$ cat src/rtl/pll_glitch_clock.sv
// pll_glitch_clock
// Qualifies PLL lock and divides the PLL clock down to the target clock.
// On an armed trigger it waits a programmable delay, then corrupts the
// target clock for a programmable number of PLL cycles in one of four modes.
// All logic runs on the rising edge of clock_in; reset is synchronous.
module pll_glitch_clock #(
    parameter int DIV_W       = 8,
    parameter int DLY_W       = 24,
    parameter int LEN_W       = 8,
    parameter int LOCK_CYCLES = 1024,
    parameter int SYNC_STAGES = 2
) (
    input  logic             clock_in,
    input  logic             reset,
    input  logic             locked,
    input  logic [DIV_W-1:0] half_period,
    input  logic [DLY_W-1:0] delay,
    input  logic [LEN_W-1:0] glitch_len,
    input  logic [1:0]       mode,
    input  logic             arm,
    input  logic             abort,
    input  logic             trigger,
    output logic             target_clock,
    output logic             glitch_active,
    output logic             ready,
    output logic             busy,
    output logic             done
);

    localparam int               LCK_W    = $clog2(LOCK_CYCLES + 1);
    localparam logic [LCK_W-1:0] LOCK_MAX = LCK_W'(LOCK_CYCLES);

    typedef enum logic [2:0] {
        WAIT_LOCK,
        IDLE,
        ARMED,
        DELAY,
        GLITCH,
        DONE
    } state_t;

    typedef enum logic [1:0] {
        MODE_LOW,
        MODE_HIGH,
        MODE_INVERT,
        MODE_FREEZE
    } glitch_mode_t;

    // ------------------------------------------------------------------
    // Lock qualifier
    // ------------------------------------------------------------------
    logic [LCK_W-1:0] lock_cnt;
    logic [LCK_W-1:0] lock_cnt_next;

    // Count consecutive locked cycles, saturating; any unlocked cycle restarts.
    always_comb begin
        lock_cnt_next = lock_cnt;
        if (!locked) begin
            lock_cnt_next = '0;
        end else if (lock_cnt != LOCK_MAX) begin
            lock_cnt_next = lock_cnt + LCK_W'(1);
        end
    end

    // Lock counter and registered ready flag.
    always_ff @(posedge clock_in) begin
        if (reset) begin
            lock_cnt <= '0;
            ready    <= 1'b0;
        end else begin
            lock_cnt <= lock_cnt_next;
            ready    <= locked && (lock_cnt_next == LOCK_MAX);
        end
    end

    // ------------------------------------------------------------------
    // Trigger synchroniser and rising-edge detector
    // ------------------------------------------------------------------
    logic [SYNC_STAGES-1:0] trig_sync;
    logic                   trig_prev;
    logic                   trig_rise;

    // Bring the asynchronous trigger into the PLL domain and register its rising edge.
    always_ff @(posedge clock_in) begin
        if (reset) begin
            trig_sync <= '0;
            trig_prev <= 1'b0;
            trig_rise <= 1'b0;
        end else begin
            trig_sync <= {trig_sync[SYNC_STAGES-2:0], trigger};
            trig_prev <= trig_sync[SYNC_STAGES-1];
            trig_rise <= trig_sync[SYNC_STAGES-1] & ~trig_prev;
        end
    end

    // ------------------------------------------------------------------
    // Target-clock divider
    // ------------------------------------------------------------------
    logic [DIV_W-1:0] div_cnt;
    logic [DIV_W-1:0] div_cnt_next;
    logic [DIV_W-1:0] hp_reg;
    logic [DIV_W-1:0] hp_next;
    logic [DIV_W-1:0] hp_eff;
    logic             div_clk;
    logic             div_clk_next;

    // A half period of zero behaves as one.
    assign hp_eff = (half_period == '0) ? DIV_W'(1) : half_period;

    // Divider next state: held cleared until qualified, half_period taken only at wrap.
    always_comb begin
        div_cnt_next = div_cnt;
        div_clk_next = div_clk;
        hp_next      = hp_reg;
        if (!locked || !ready) begin
            div_cnt_next = '0;
            div_clk_next = 1'b0;
            hp_next      = hp_eff;
        end else if (div_cnt == (hp_reg - DIV_W'(1))) begin
            div_cnt_next = '0;
            div_clk_next = ~div_clk;
            hp_next      = hp_eff;
        end else begin
            div_cnt_next = div_cnt + DIV_W'(1);
        end
    end

    // Divider registers; they keep running through a glitch so phase is kept.
    always_ff @(posedge clock_in) begin
        if (reset) begin
            div_cnt <= '0;
            div_clk <= 1'b0;
            hp_reg  <= '0;
        end else begin
            div_cnt <= div_cnt_next;
            div_clk <= div_clk_next;
            hp_reg  <= hp_next;
        end
    end

    // ------------------------------------------------------------------
    // Glitch sequencing FSM
    // ------------------------------------------------------------------
    state_t           state;
    state_t           state_next;
    logic [DLY_W-1:0] dly_lat;
    logic [DLY_W-1:0] dly_lat_next;
    logic [DLY_W-1:0] dly_cnt;
    logic [DLY_W-1:0] dly_cnt_next;
    logic [LEN_W-1:0] len_cnt;
    logic [LEN_W-1:0] len_cnt_next;
    logic [LEN_W-1:0] len_eff;
    glitch_mode_t     mode_lat;
    glitch_mode_t     mode_lat_next;

    // A glitch length of zero behaves as one.
    assign len_eff = (glitch_len == '0) ? LEN_W'(1) : glitch_len;

    // Next-state logic; losing lock overrides everything and abort beats arm.
    always_comb begin
        state_next    = state;
        dly_lat_next  = dly_lat;
        dly_cnt_next  = dly_cnt;
        len_cnt_next  = len_cnt;
        mode_lat_next = mode_lat;
        if (!locked) begin
            state_next = WAIT_LOCK;
        end else begin
            case (state)
                WAIT_LOCK: begin
                    if (ready) begin
                        state_next = IDLE;
                    end
                end
                IDLE: begin
                    if (abort) begin
                        state_next = IDLE;
                    end else if (arm) begin
                        state_next    = ARMED;
                        dly_lat_next  = delay;
                        len_cnt_next  = len_eff;
                        mode_lat_next = glitch_mode_t'(mode);
                    end
                end
                ARMED: begin
                    if (abort) begin
                        state_next = IDLE;
                    end else if (trig_rise) begin
                        state_next   = DELAY;
                        dly_cnt_next = dly_lat;
                    end
                end
                DELAY: begin
                    if (abort) begin
                        state_next = IDLE;
                    end else if (dly_cnt == '0) begin
                        state_next = GLITCH;
                    end else begin
                        dly_cnt_next = dly_cnt - DLY_W'(1);
                    end
                end
                GLITCH: begin
                    if (abort) begin
                        state_next = IDLE;
                    end else if (len_cnt <= LEN_W'(1)) begin
                        state_next = DONE;
                    end else begin
                        len_cnt_next = len_cnt - LEN_W'(1);
                    end
                end
                DONE: begin
                    state_next = IDLE;
                end
                default: begin
                    state_next = WAIT_LOCK;
                end
            endcase
        end
    end

    // FSM state and latched operation parameters.
    always_ff @(posedge clock_in) begin
        if (reset) begin
            state    <= WAIT_LOCK;
            dly_lat  <= '0;
            dly_cnt  <= '0;
            len_cnt  <= '0;
            mode_lat <= MODE_LOW;
        end else begin
            state    <= state_next;
            dly_lat  <= dly_lat_next;
            dly_cnt  <= dly_cnt_next;
            len_cnt  <= len_cnt_next;
            mode_lat <= mode_lat_next;
        end
    end

    // ------------------------------------------------------------------
    // Output registers
    // ------------------------------------------------------------------
    logic glitch_next;
    logic busy_next;
    logic done_next;
    logic target_next;

    // Outputs are decoded from the next state so they align with the state register.
    always_comb begin
        glitch_next = (state_next == GLITCH);
        busy_next   = (state_next == ARMED) || (state_next == DELAY) || (state_next == GLITCH);
        done_next   = (state_next == DONE);
        target_next = div_clk_next;
        if (!locked) begin
            target_next = 1'b0;
        end else if (glitch_next) begin
            case (mode_lat)
                MODE_LOW:    target_next = 1'b0;
                MODE_HIGH:   target_next = 1'b1;
                MODE_INVERT: target_next = ~div_clk_next;
                MODE_FREEZE: target_next = target_clock;
                default:     target_next = div_clk_next;
            endcase
        end
    end

    // Registered outputs so nothing combinational reaches the pins.
    always_ff @(posedge clock_in) begin
        if (reset) begin
            target_clock  <= 1'b0;
            glitch_active <= 1'b0;
            busy          <= 1'b0;
            done          <= 1'b0;
        end else begin
            target_clock  <= target_next;
            glitch_active <= glitch_next;
            busy          <= busy_next;
            done          <= done_next;
        end
    end

endmodule
$ cat config.mk
export PLATFORM = sky130hd
export DESIGN_NAME = pll_glitch_clock
export DESIGN_NICKNAME = d
export VERILOG_FILES = /design/src/rtl/pll_glitch_clock.sv
export SDC_FILE = /design/constraint.sdc
export NUM_CORES = 1
export LEC_CHECK = 0
export BUFFER_PORTS_ARGS = -buffer_cell sky130_fd_sc_hd__buf_4
export CAP_MARGIN = 20
export CORE_MARGIN = 10
export CORE_UTILIZATION = 53
export CTS_CLUSTER_DIAMETER = 60
export DETAILED_ROUTE_END_ITERATION = 8
export HOLD_SLACK_MARGIN = 0.08
export MAX_ROUTING_LAYER = met4
export PLACE_DENSITY_LB_ADDON = 0.2
export SLEW_MARGIN = 20
export SYNTH_ARGS = -nofsm -noshare
export SYNTH_HDL_FRONTEND = slang
export SYNTH_SLANG_ARGS = --single-unit
$ cat constraint.sdc
create_clock -name clock_in -period 2.3 [get_ports clock_in]
set_input_delay 0.115 -clock clock_in [delete_from_list [all_inputs] [get_ports clock_in]]
set_output_delay 0.115 -clock clock_in [all_outputs]
set_load 0.01 [all_outputs]
## Word level (Yosys, flattened, before mapping)

Index checks and enable logic that the tools add are counted.

| operators by class | value |
|---|---|
| bitwise gates (word level) | 6 |
| add/subtract/negate cells | 5 |
| magnitude comparators | 1 |
| mux-type cells | 31 |
| equal/unequal tests | 24 |
| reduce and logical (&&, ||, !) cells | 19 |

Operators by type and width:

| kind | number |
|---|---|
| $mux W24 | 4 |
| $mux W8 | 8 |
| $pmux W24 S2 | 1 |
| $mux W3 | 10 |
| $logic_not A24 Y1 | 1 |
| $sub A24 B1 Y24 const B | 1 |
| $mux W11 | 2 |
| $ne A2 B2 Y1 const B | 9 |
| $pmux W3 S6 | 1 |
| $logic_not A8 Y1 | 2 |
| $pmux W8 S2 | 1 |
| $sub A8 B1 Y8 const B | 2 |
| $eq A3 B2 Y1 const B | 4 |
| $eq A3 B3 Y1 const B | 4 |
| $reduce_and A6 Y1 | 2 |
| $add A11 B1 Y11 const B | 1 |
| $eq A11 B11 Y1 const B | 1 |
| $ne A11 B11 Y1 const B | 1 |
| $add A8 B1 Y8 const B | 1 |
| $eq A8 B8 Y1 | 1 |
| $le A8 B1 Y1 const B | 1 |
| $reduce_bool A2 Y1 | 3 |
| $not A1 Y1 | 5 |
| $eq A2 B2 Y1 const B | 2 |
| other kinds (13) | 18 |

| word-level totals | value |
|---|---|
| output and inout port bits | 5 |
| input bits | 48 |
| word-level logic and storage cells | 103 |
| bits in registers | 98 |

## Longest topological paths before layout

Gate-level depths: netlist (run 1).

| depth | value |
|---|---|
| word-level depth | 8 |
| gate-level depth with buffers | 10 |
| gate-level depth less buffers | 9 |

## Worst setup path before layout (run 1)

Ideal clock, no wire load.

| timing path | value |
|---|---|
| path type | register to register |
| from | register hp_reg[0] |
| to | register target_clock |
| buffers on the path | 1 |
| setup time | 0.086 ns |
| stages on the path, launching flop included | 11 |
| data required time | 2.214 ns |
| period minus slack after synthesis | 2.389 ns |
| setup slack | -0.089 ns |
| data arrival time | 2.304 ns |
| cell sequence | dfxtp_1 -> inv_1 -> ha_1 -> clkbuf_1 -> o21ba_2 -> a221oi_1 -> a41oi_1 -> a211oi_2 -> mux2i_1 -> o21ai_0 -> a211oi_1 |

| between the ends | value |
|---|---|
| word-level cells in the longest chain between the ends | 7 |

RTL lines:

| item | RTL line | source |
|---|---|---|
| start: declaration | 101 | `logic [DIV_W-1:0] hp_reg;` |
| start signal: assignment | 137 | `hp_reg <= hp_next;` |
| $sub A8 B1 Y8 * | 119 | `end else if (div_cnt == (hp_reg - DIV_W'(1))) begin` |
| $eq A8 B8 Y1 * | 119 |  |
| $mux W1 * | 119 |  |
| $mux W1 * | 115 | `if (!locked \|\| !ready) begin` |
| $not A1 Y1 | 258 | `MODE_INVERT: target_next = ~div_clk_next;` |
| $pmux W1 S3 | 255 | `case (mode_lat)` |
| $mux W1 * | 254 | `end else if (glitch_next) begin` |
| end signal: assignment | 273 | `target_clock <= target_next;` |
| end: declaration | 23 | `output logic target_clock,` |

Every way passes the cells marked *; elsewhere a longest branch is shown, timed or not.
A chain may end at the register's enable or synchronous reset.

## Final worst setup path (run 1)

| timing path | value |
|---|---|
| from | register dly_cnt[16] |
| to | register target_clock |

| between the ends | value |
|---|---|
| word-level cells in the longest chain between the ends | 7 |
| elaborated cells on any way between the ends | 8 |
| classes of those cells | 2 x eq/ne; 5 x mux; 1 x reduce/logical |

RTL lines:

| item | RTL line | source |
|---|---|---|
| start: declaration | 148 | `logic [DLY_W-1:0] dly_cnt;` |
| start signal: assignment | 232 | `dly_cnt <= dly_cnt_next;` |
| $logic_not A24 Y1 * | 196 | `end else if (dly_cnt == '0) begin` |
| $mux W3 * | 196 |  |
| $mux W3 * | 194 | `if (abort) begin` |
| $pmux W3 S6 * | 169 | `case (state)` |
| $mux W3 * | 166 | `if (!locked) begin` |
| $eq A3 B3 Y1 * | 248 | `glitch_next = (state_next == GLITCH);` |
| $ne A2 B2 Y1 (no source line) or $mux W1 (tied branches) | n/a |  |

Marked as above.

==> results of run 1 <==
==> power by group <==
group | internal, W | switching, W | total (W)
Combinational | 0.000135 | 0.0000928 | 0.000228
Sequential | 0.00171 | 0.0000140 | 0.00172
Clock | 0.000414 | 0.000658 | 0.00107
==> layer usage <==
metal | vias up | track usage [%] | wire length (um)
met1 | 2310 | 23.7 | 6170
met2 | 126 | 29.4 | 6240
met3 | 10 | 3.60 | 527
met5 | - | - | 0
li1 | 2505 | - | -
met4 | 0 | 4.07 | 106
==> timing repair <==
item / CTS / global route
endpoints found under the setup margin: 6 / 32
pin swaps: 2 / 7
hold buffers: 37 / 0
buffers inserted: 2 / 3
gates cloned: 0 / 1
gates resized for setup: 8 / 24
hold endpoints to repair: 37 / 0
==> cell type report <==
class | instances | share of cell area, %
multi-input combinational | 495 | 45.1
inverter | 12 | 0.690
sequential | 98 | 30.1
timing repair buffer | 146 | 18.7
clock inverter | 7 | 0.939
clock buffer | 9 | 1.90
tap | 129 | 2.47
==> worst paths after layout <==
check | end | slack [ns] | cells past startpoint
setup / recovery | target_clock$_SDFFE_PP0P_ | -0.01 | 7
hold / removal | len_cnt[3]$_SDFFE_PP0P_ | 0.11 | 5
setup reg to reg | target_clock$_SDFFE_PP0P_ | -0.01 | 7
hold reg to reg | trig_rise$_SDFF_PP0_ | 0.39 | 1
==> cells by family (layout without fill, tap and decap cells) <==
kind of cell,count (synthesis),count (layout),share of synthesized area [%]
xor gates and xnor gates,28,28,4.89
muxes,2,2,0.399
and+or+nand+nor,281,281,26.7
AOI/OAI and AO/OA,173,174,21.2
adders and majority gates,10,10,2.49
buffers and inverters,54,174,5.26
DFF,98,98,39.1
==> placed cells by master (no fill, tap or decap), types with 3 or more instances in the layout <==
| master | count |
|---|---|
| a22oi_2 | 5 |
| a211oi_2 | 3 |
| inv_1 | 12 |
| buf_4 | 102 |
| o41ai_2 | 3 |
| dlygate4sd3_1 | 37 |
| o21bai_1 | 3 |
| nor2b_1 | 5 |
| o41ai_1 | 3 |
| o21ai_0 | 31 |
| or4_4 | 5 |
| o21ai_2 | 3 |
| o31ai_1 | 4 |
| and3_1 | 8 |
| dfxtp_2 | 3 |
| a22oi_1 | 12 |
| a21oi_1 | 67 |
| nor4_1 | 11 |
| clkbuf_8 | 9 |
| ha_1 | 9 |
| dfxtp_1 | 95 |
| xor2_1 | 17 |
| nand2_1 | 105 |
| nand3_1 | 17 |
| nand2b_1 | 6 |
| buf_6 | 6 |
| xnor2_1 | 11 |
| nor4b_1 | 3 |
| nor3_1 | 16 |
| o21ai_1 | 11 |
| nor2_1 | 77 |
| a2bb2oi_2 | 3 |
| nor4_4 | 3 |
| a31oi_1 | 4 |
| o211ai_1 | 4 |
==> per-stage QoR <==
step           utilization [%]  hold WS (ns)  instance area [um^2]  setup TNS [ns]  std cells
3_5_place_dp              62.4         0.329                  5760         -0.0873        837
2_1_floorplan                -         0.195                  5030          -0.623        646
6_report                  70.6         0.113                  6530         -0.0150        896
4_1_cts                   69.0        0.0922                  6370         -0.0274        892
3_3_place_gp              62.4         0.326                  5760               0        837
5_1_grt                   70.6         0.136                  6530           -1.51        896
==> worst max-delay path: cells and delay by family (launching register included) <==
kind	cells	cell delay, ns
buf+inv	1	0.17
simple gates	3	1.22
compound gates	3	0.51
flops	1	0.33
==> reports/metrics.yaml, run 1 <==
sta:
  fin_skew_ns: 0.0141
  max_slew.worst_pin.slew_ns: 0.542
  fmaxAchievable_ghz: 0.432
  period_share_pct: 101
  relSlewSlack_pct: 63.9
  slew_violations: 0
  final.min_clock_period_ns: 2.31
  hold_violations: 0
  setup_viol: 2
  setup_slack_ns: -0.0127
  rsz0062_at_grt: "true"
layout:
  num_antenna_cells: 0
  drive_gt1_share_pct: 22.6
  seq_area_mm2: 0.00197
  fillers: 720
  top_regs: "dly_cnt: 24 flops, dly_lat: 24 flops, lock_cnt: 11 flops"
  syn2layout_area_growth_pct: 30.0
  multi_input_area_mm2: 0.00295
  final_nets: 820
worst_setup_path:
  crit_required_ns: 2.59
  r2r-start: "dly_cnt[16]$_SDFFE_PP0P_"
  path_max_fanout: 4
  critPathMaxStageDelay_ns: 0.54
  cpMostUsedCell: "or4_4"
  worst-setup-path-type: "reg2reg"
  arrival_ns: 2.61
  critPathSlowestCell: "or4_4"
  end_kind: "register"
  cp_cell_sequence: "or4_4 > or4_4 > buf_4 > nor4_4 > o21ai_2 > o21a_1 > a211oi_2"
  cp-start-kind: "register"
  startpoint: "dly_cnt[16]$_SDFFE_PP0P_"
floorplan:
  start_util_pct: 54.3
  io_pins: 53
  die-area_mm2: 0.0138
  std_cell_rows: 35
  die_h_um: 117
  core_area_mm2: 0.00924
  die_w_um: 117
global_route:
  gr-usage-all-layers_pct: 18.5
  grt.overflow.total: 0
  grt_pass1_wl_um: 21800
  grt_max_degree: 45
  grt_pass1_vias: 4687
  antenna_found_initial: 0
power:
  p_leak_nw: 2.50
  p_total_w: 0.00302
  power_density_mw_per_mm2: 463
  irDropWorstVdd_mv: 0.382
yosys:
  synth_common_cells: "nand2_1 (105), dfxtp_1 (98), nor2_1 (78), a21oi_1 (67), o21ai_0 (33)"
  async_flop_share_pct: 0
  synth_seq_cells: 98
  synth_top_cells_by_area: "dfxtp_1 (39%), nand2_1 (7.9%), a21oi_1 (6.7%)"
  syn_area_per_cell_um2: 7.77
  ys_types: 64
  synth.yosys.seq_area_share_pct: 39.1
  syn_inst: 646
  syn_area_mm2: 0.00502
  ys_warn_count: 0
  synth.most_common_cell: "nand2_1"
  syn_nets: 704
  ys.flop_type: "dfxtp_1"
  synth_top_area_share_pct: 39.1
  yosysTopAreaCell: "dfxtp_1"
  synth-edff-count: 0
place:
  gp_congestion: 0.850
  dp_hpwl_um: 8690
  place_ws_ns: -0.0611
  port_buffers: 52
flow_run:
  cap_violations: 0
clocking:
  cts_buffers: 9
  cts_root_buffer: "clkbuf_8"
  clockBufferDepth: 2
  cts.clk_slew.worst_paths_ns: 0.10
  tritoncts: "done"
  h-tree-depth: 3
  cts.sinks: 98
  worstSkewPairLatency_ns: 0.37
run_status:
  status: "complete, but fails checks"
  violations: "setup timing"
detailed_routing:
  wl_per_cell_um: 14.6
  post-route-drc-count: 0
  via_per_inst: 5.53
  dr.first_iter.drc_count: 486
  drtAntennaViolNets: 0
  vias: 4951
  wl_um: 13000
  firstDrtPassIters: 5
hold_path:
  min_path_type: "in2reg"
  min_from: "glitch_len[3]"
Power figures use the tool's default switching activity.
==> inputs of run 2 (changes only) <==
- CORE_UTILIZATION: 53 -> 59
- clock period: 2.3 -> 2.65 ns (I/O delays scaled with it)
==> reports/metrics.yaml, run 2 (synthesis results as in run 1) <==
power:
  p_leak_nw: 2.19
  irDropWorstVdd_mv: 0.319
  swShare_pct: 24.8
  internal_power_w: 0.00197
  seq_power_share_pct: 57.2
  p_total_w: 0.00262
  power_density_mw_per_mm2: 439
  combPwrFrac_pct: 7.1
  p_clk_share_pct: 35.7
  p_sw_w: 0.000649
floorplan:
  std_cell_rows: 33
  die-area_mm2: 0.0126
  core_area_mm2: 0.00826
  die_h_um: 112
  die_w_um: 112
  io_pins: 53
  start_util_pct: 60.8
layout:
  final_cells: 821
  final_common_cell: "nand2_1"
  drive_gt1_share_pct: 14.7
  final_cell_area_mm2: 0.00596
  num_antenna_cells: 0
  final_util_pct: 72.2
  final_nets: 769
  final_cell_mix: "nand2_1 (105), dfxtp_1 (97), nor2_1 (77)"
  syn2layout_area_growth_pct: 18.7
  top_regs: "dly_cnt: 24 flops, dly_lat: 24 flops, lock_cnt: 11 flops"
detailed_routing:
  wl_per_cell_um: 15.0
  wl_um: 12300
  post-route-drc-count: 0
  firstDrtPassIters: 5
  vias: 4803
  via_per_inst: 5.85
  dr.first_iter.drc_count: 373
  drtAntennaViolNets: 0
worst_setup_path:
  cp_cell_sequence: "or4_4 > or4_4 > nor3_4 > a21o_2 > nor3_1 > a21oi_1 > a21oi_1"
  r2r_setup_slack_ns: 0.20
  end_kind: "register"
  crit_required_ns: 2.90
  cp-start-kind: "register"
  critPathSlowestCell: "or4_4"
  critPathMaxStageDelay_ns: 0.61
  path_max_fanout: 13
  worst-setup-path-type: "reg2reg"
  reg2regPathDepth: 7
  arrival_ns: 2.69
  r2r-start: "dly_cnt[16]$_SDFFE_PP0P_"
  r2r_end: "dly_cnt[0]$_SDFFE_PP0P_"
hold_path:
  min_from: "half_period[1]"
  worstHoldPathCells: 3
  hold_end: "hp_reg[1]$_SDFFE_PP0P_"
  min_path_type: "in2reg"
clocking:
  cts_buffers: 9
  tritoncts: "done"
  cts.clk_slew.worst_paths_ns: 0.10
  h-tree-depth: 3
  cts_root_buffer: "clkbuf_8"
  worstSkewPairLatency_ns: 0.38
  clockBufferDepth: 2
  cts.sinks: 98
global_route:
  grt_pass1_vias: 4454
  grt_max_degree: 45
  grt.overflow.total: 0
  grt_pass1_wl_um: 20400
  antenna_found_initial: 0
  gr-usage-all-layers_pct: 19.2
sta:
  relSlewSlack_pct: 54.0
  fmaxAchievable_ghz: 0.408
  final.min_clock_period_ns: 2.45
  fin_skew_ns: 0.0186
  rsz0062_at_grt: "false"
  period_share_pct: 92.4
  hold_violations: 0
  max_slew.worst_pin.slew_ns: 0.686
  setup_viol: 0
  setup_tns_ns: 0
  slew_violations: 0
place:
  port_buffers: 52
  dp_hpwl_um: 8300
  gp_congestion: 0.833
  dpl-instance-area_mm2: 0.00541
  placedCellCount: 769
flow_run:
  cap_violations: 0
run_status:
  status: "complete, no violations"
## run 2: cell types whose count changed in the layout (fill, tap and decap cells not counted), sizes merged
cell	change
buf	-47
dlygate4sd3	-3
clkinv	-2
clkinvlp	+2
a21oi	-1
clkbuf	+1
inv	-1
## run 2: through the flow
step	worst slack, ns	hold slack (ns)
finish	0.200	0.0911
global route	0.0260	0.0964
CTS	0.106	0.0837
detailed placement	0.147	0.363
global placement	0.274	0.345
floorplan	0.261	0.212
## run 2: what timing repair did
item / CTS / global route
hold buffers: 34 / 0
gates resized for setup: 0 / 4
setup buffers: 0 / 2
endpoints found under the hold margin: 34 / 0
endpoints found under the setup margin: 0 / 10
## run 2: final cells by class
cell class / count / area, um^2
clock buffers: 10 / 138
inverters: 12 / 45.0
fillers: 660 / 2300
well taps: 105 / 131
multi-input cells: 494 / 2800
clock inverters: 6 / 47.5
repair buffers: 96 / 831
flip-flops and latches: 98 / 1960
## run 2: worst max-delay path by stage
| stage | startpoint | endpoint |
|---|---|---|
| floorplan | hp_reg[0]$_SDFFE_PP0P_ | target_clock$_SDFFE_PP0P_ |
| global placement | dly_cnt[16]$_SDFFE_PP0P_ | dly_cnt[0]$_SDFFE_PP0P_ |
| detailed placement | hp_reg[0]$_SDFFE_PP0P_ | target_clock$_SDFFE_PP0P_ |
| CTS | hp_reg[0]$_SDFFE_PP0P_ | target_clock$_SDFFE_PP0P_ |
| global route | dly_cnt[0]$_SDFFE_PP0P_ | dly_cnt[14]$_SDFFE_PP0P_ |
| finish | dly_cnt[16]$_SDFFE_PP0P_ | dly_cnt[0]$_SDFFE_PP0P_ |
## run 2: worst max-delay path: cells and delay by family (launching register included)
| family | cells | cell delay (ns) |
|---|---|---|
| simple gates | 4 | 1.40 |
| compound gates | 3 | 0.52 |
| flops | 1 | 0.39 |
## run 2: routing by layer
| metal | routed length (um) | GRT usage, % | vias up |
|---|---|---|---|
| met2 | 5630 | 30.0 | 153 |
| met1 | 5930 | 25.0 | 2231 |
| met5 | 0 | - | - |
| met3 | 556 | 2.77 | 18 |
| li1 | - | - | 2401 |
| met4 | 172 | 6.35 | 0 |
## run 2: power groups by stage
stage / Sequential [W] / Clock, W / Combinational [W]
after floorplan: 0.00152 / 0 / 0.0000727
after global placement: 0.00153 / 0 / 0.000137
after detailed placement: 0.00153 / 0 / 0.000142
after CTS: 0.00149 / 0.000939 / 0.000182
after global routing: 0.00150 / 0.00101 / 0.000203
final: 0.00149 / 0.000935 / 0.000186
==> inputs of run 3 (changes only) <==
- CORE_ASPECT_RATIO: default -> 0.8
- CORE_MARGIN: 10 -> 2
- clock period: 2.65 -> 2.4 ns (I/O delays scaled with it)
==> reports/metrics.yaml, run 3 (synthesis results as in run 1) <==
floorplan:
  die_h_um: 86.5
  io_pins: 53
  core_area_mm2: 0.00837
  die-area_mm2: 0.00927
  std_cell_rows: 30
  die_w_um: 107
  start_util_pct: 60.0
sta:
  holdWs_ns: 0.118
  hold_violations: 0
  rsz0062_at_grt: "true"
  setup_slack_ns: 0.0692
  fin_skew_ns: 0.00799
  relSlewSlack_pct: 59.8
  max_slew.worst_pin.slew_ns: 0.600
  final.min_clock_period_ns: 2.33
  fmaxAchievable_ghz: 0.429
  period_share_pct: 97.1
  slew_violations: 0
  setup_tns_ns: 0
  setup_viol: 0
layout:
  top_regs: "dly_cnt: 24 flops, dly_lat: 24 flops, lock_cnt: 11 flops"
  final_common_cell: "nand2_1"
  final_cell_area_mm2: 0.00614
  final_nets: 791
  final_cell_mix: "nand2_1 (105), dfxtp_1 (98), buf_4 (81)"
  drive_gt1_share_pct: 16.8
  syn2layout_area_growth_pct: 22.3
  num_antenna_cells: 0
place:
  dp_hpwl_um: 8270
  place_ws_ns: 0.0502
  gp_congestion: 0.919
  port_buffers: 52
  dpl-instance-area_mm2: 0.00557
worst_setup_path:
  end_kind: "register"
  arrival_ns: 2.62
  cp-start-kind: "register"
  path_max_fanout: 8
  worst-setup-path-type: "reg2reg"
  crit_required_ns: 2.69
clocking:
  cts_buffers: 9
  cts.clk_slew.worst_paths_ns: 0.09
  post_cts_buffers: 0
  cts.sinks: 98
  tritoncts: "done"
  cts_root_buffer: "clkbuf_8"
  h-tree-depth: 3
  worstSkewPairLatency_ns: 0.37
  clockBufferDepth: 2
detailed_routing:
  vias: 4831
  post-route-drc-count: 0
  via_per_inst: 5.68
  dr.first_iter.drc_count: 402
  wl_um: 12500
  wl_per_cell_um: 14.8
  drtAntennaViolNets: 0
  firstDrtPassIters: 5
power:
  irDropWorstVdd_mv: 0.478
  p_leak_nw: 2.31
  power_density_mw_per_mm2: 466
global_route:
  antenna_found_initial: 0
  grt_max_degree: 42
  grt_pass1_wl_um: 21000
  grt.overflow.total: 0
  gr-usage-all-layers_pct: 28.9
  grt_pass1_vias: 4462
hold_path:
  min_path_type: "in2reg"
flow_run:
  cap_violations: 0
run_status:
  status: "complete, no violations"
run 3: path summary, 6_finish.rpt:
kind	start	end	slack (ns)	cells past startpoint
max	hp_reg[0]$_SDFFE_PP0P_	target_clock$_SDFFE_PP0P_	0.07	9
min	glitch_len[1]	len_cnt[1]$_SDFFE_PP0P_	0.12	3
max reg2reg	hp_reg[0]$_SDFFE_PP0P_	target_clock$_SDFFE_PP0P_	0.07	9
min reg2reg	trig_prev$_SDFF_PP0_	trig_rise$_SDFF_PP0_	0.38	1
run 3: per-stage QoR:
stage	utilization (%)	instances	total power, W
detailed placement	66.5	798	0.00185
CTS	73.0	850	0.00288
floorplan	-	646	0.00176
finish	73.3	850	0.00286
global placement	66.5	798	0.00184
global route	73.3	850	0.00297
run 3: timing repair:
item | in CTS | in global routing
hold endpoints to repair | 36 | 0
gates resized for setup | 0 | 5
hold buffers | 36 | 0
setup endpoints to repair | 0 | 7
run 3: layout make-up:
type                            instances  area (um^2)
Clock buffer                           12          155
Multi-Input combinational cell        494         2820
Sequential cell                        98         1960
Clock inverter                          4         26.3
Tap cell                              112          140
Inverter                               12         45.0
Timing Repair Buffer                  118          988
Fill cell                             632         2230
run 3: power breakdown:
part,switching [W],leakage (nW),total [W],internal (W)
Combinational,0.0000908,1.42,0.000218,0.000127
Clock,0.000563,0.0924,0.000995,0.000433
Sequential,0.0000125,0.792,0.00165,0.00164
Total,0.000666,2.31,0.00286,0.00220
run 3: critical path, stage by stage (launching register included):
cell      delay (ns)
dfxtp_1         0.35
inv_1           0.09
ha_4            0.20
o21ba_2         0.20
a221oi_1        0.30
a41oi_1         0.10
a211oi_2        0.40
mux2i_2         0.32
o21ai_0         0.12
a211oi_1        0.19
run 3: routing by layer:
metal	GRT usage, %	routed length (um)
met1	39.5	5960
met4	6.14	116
met5	-	0
met2	45.5	5810
met3	4.74	660
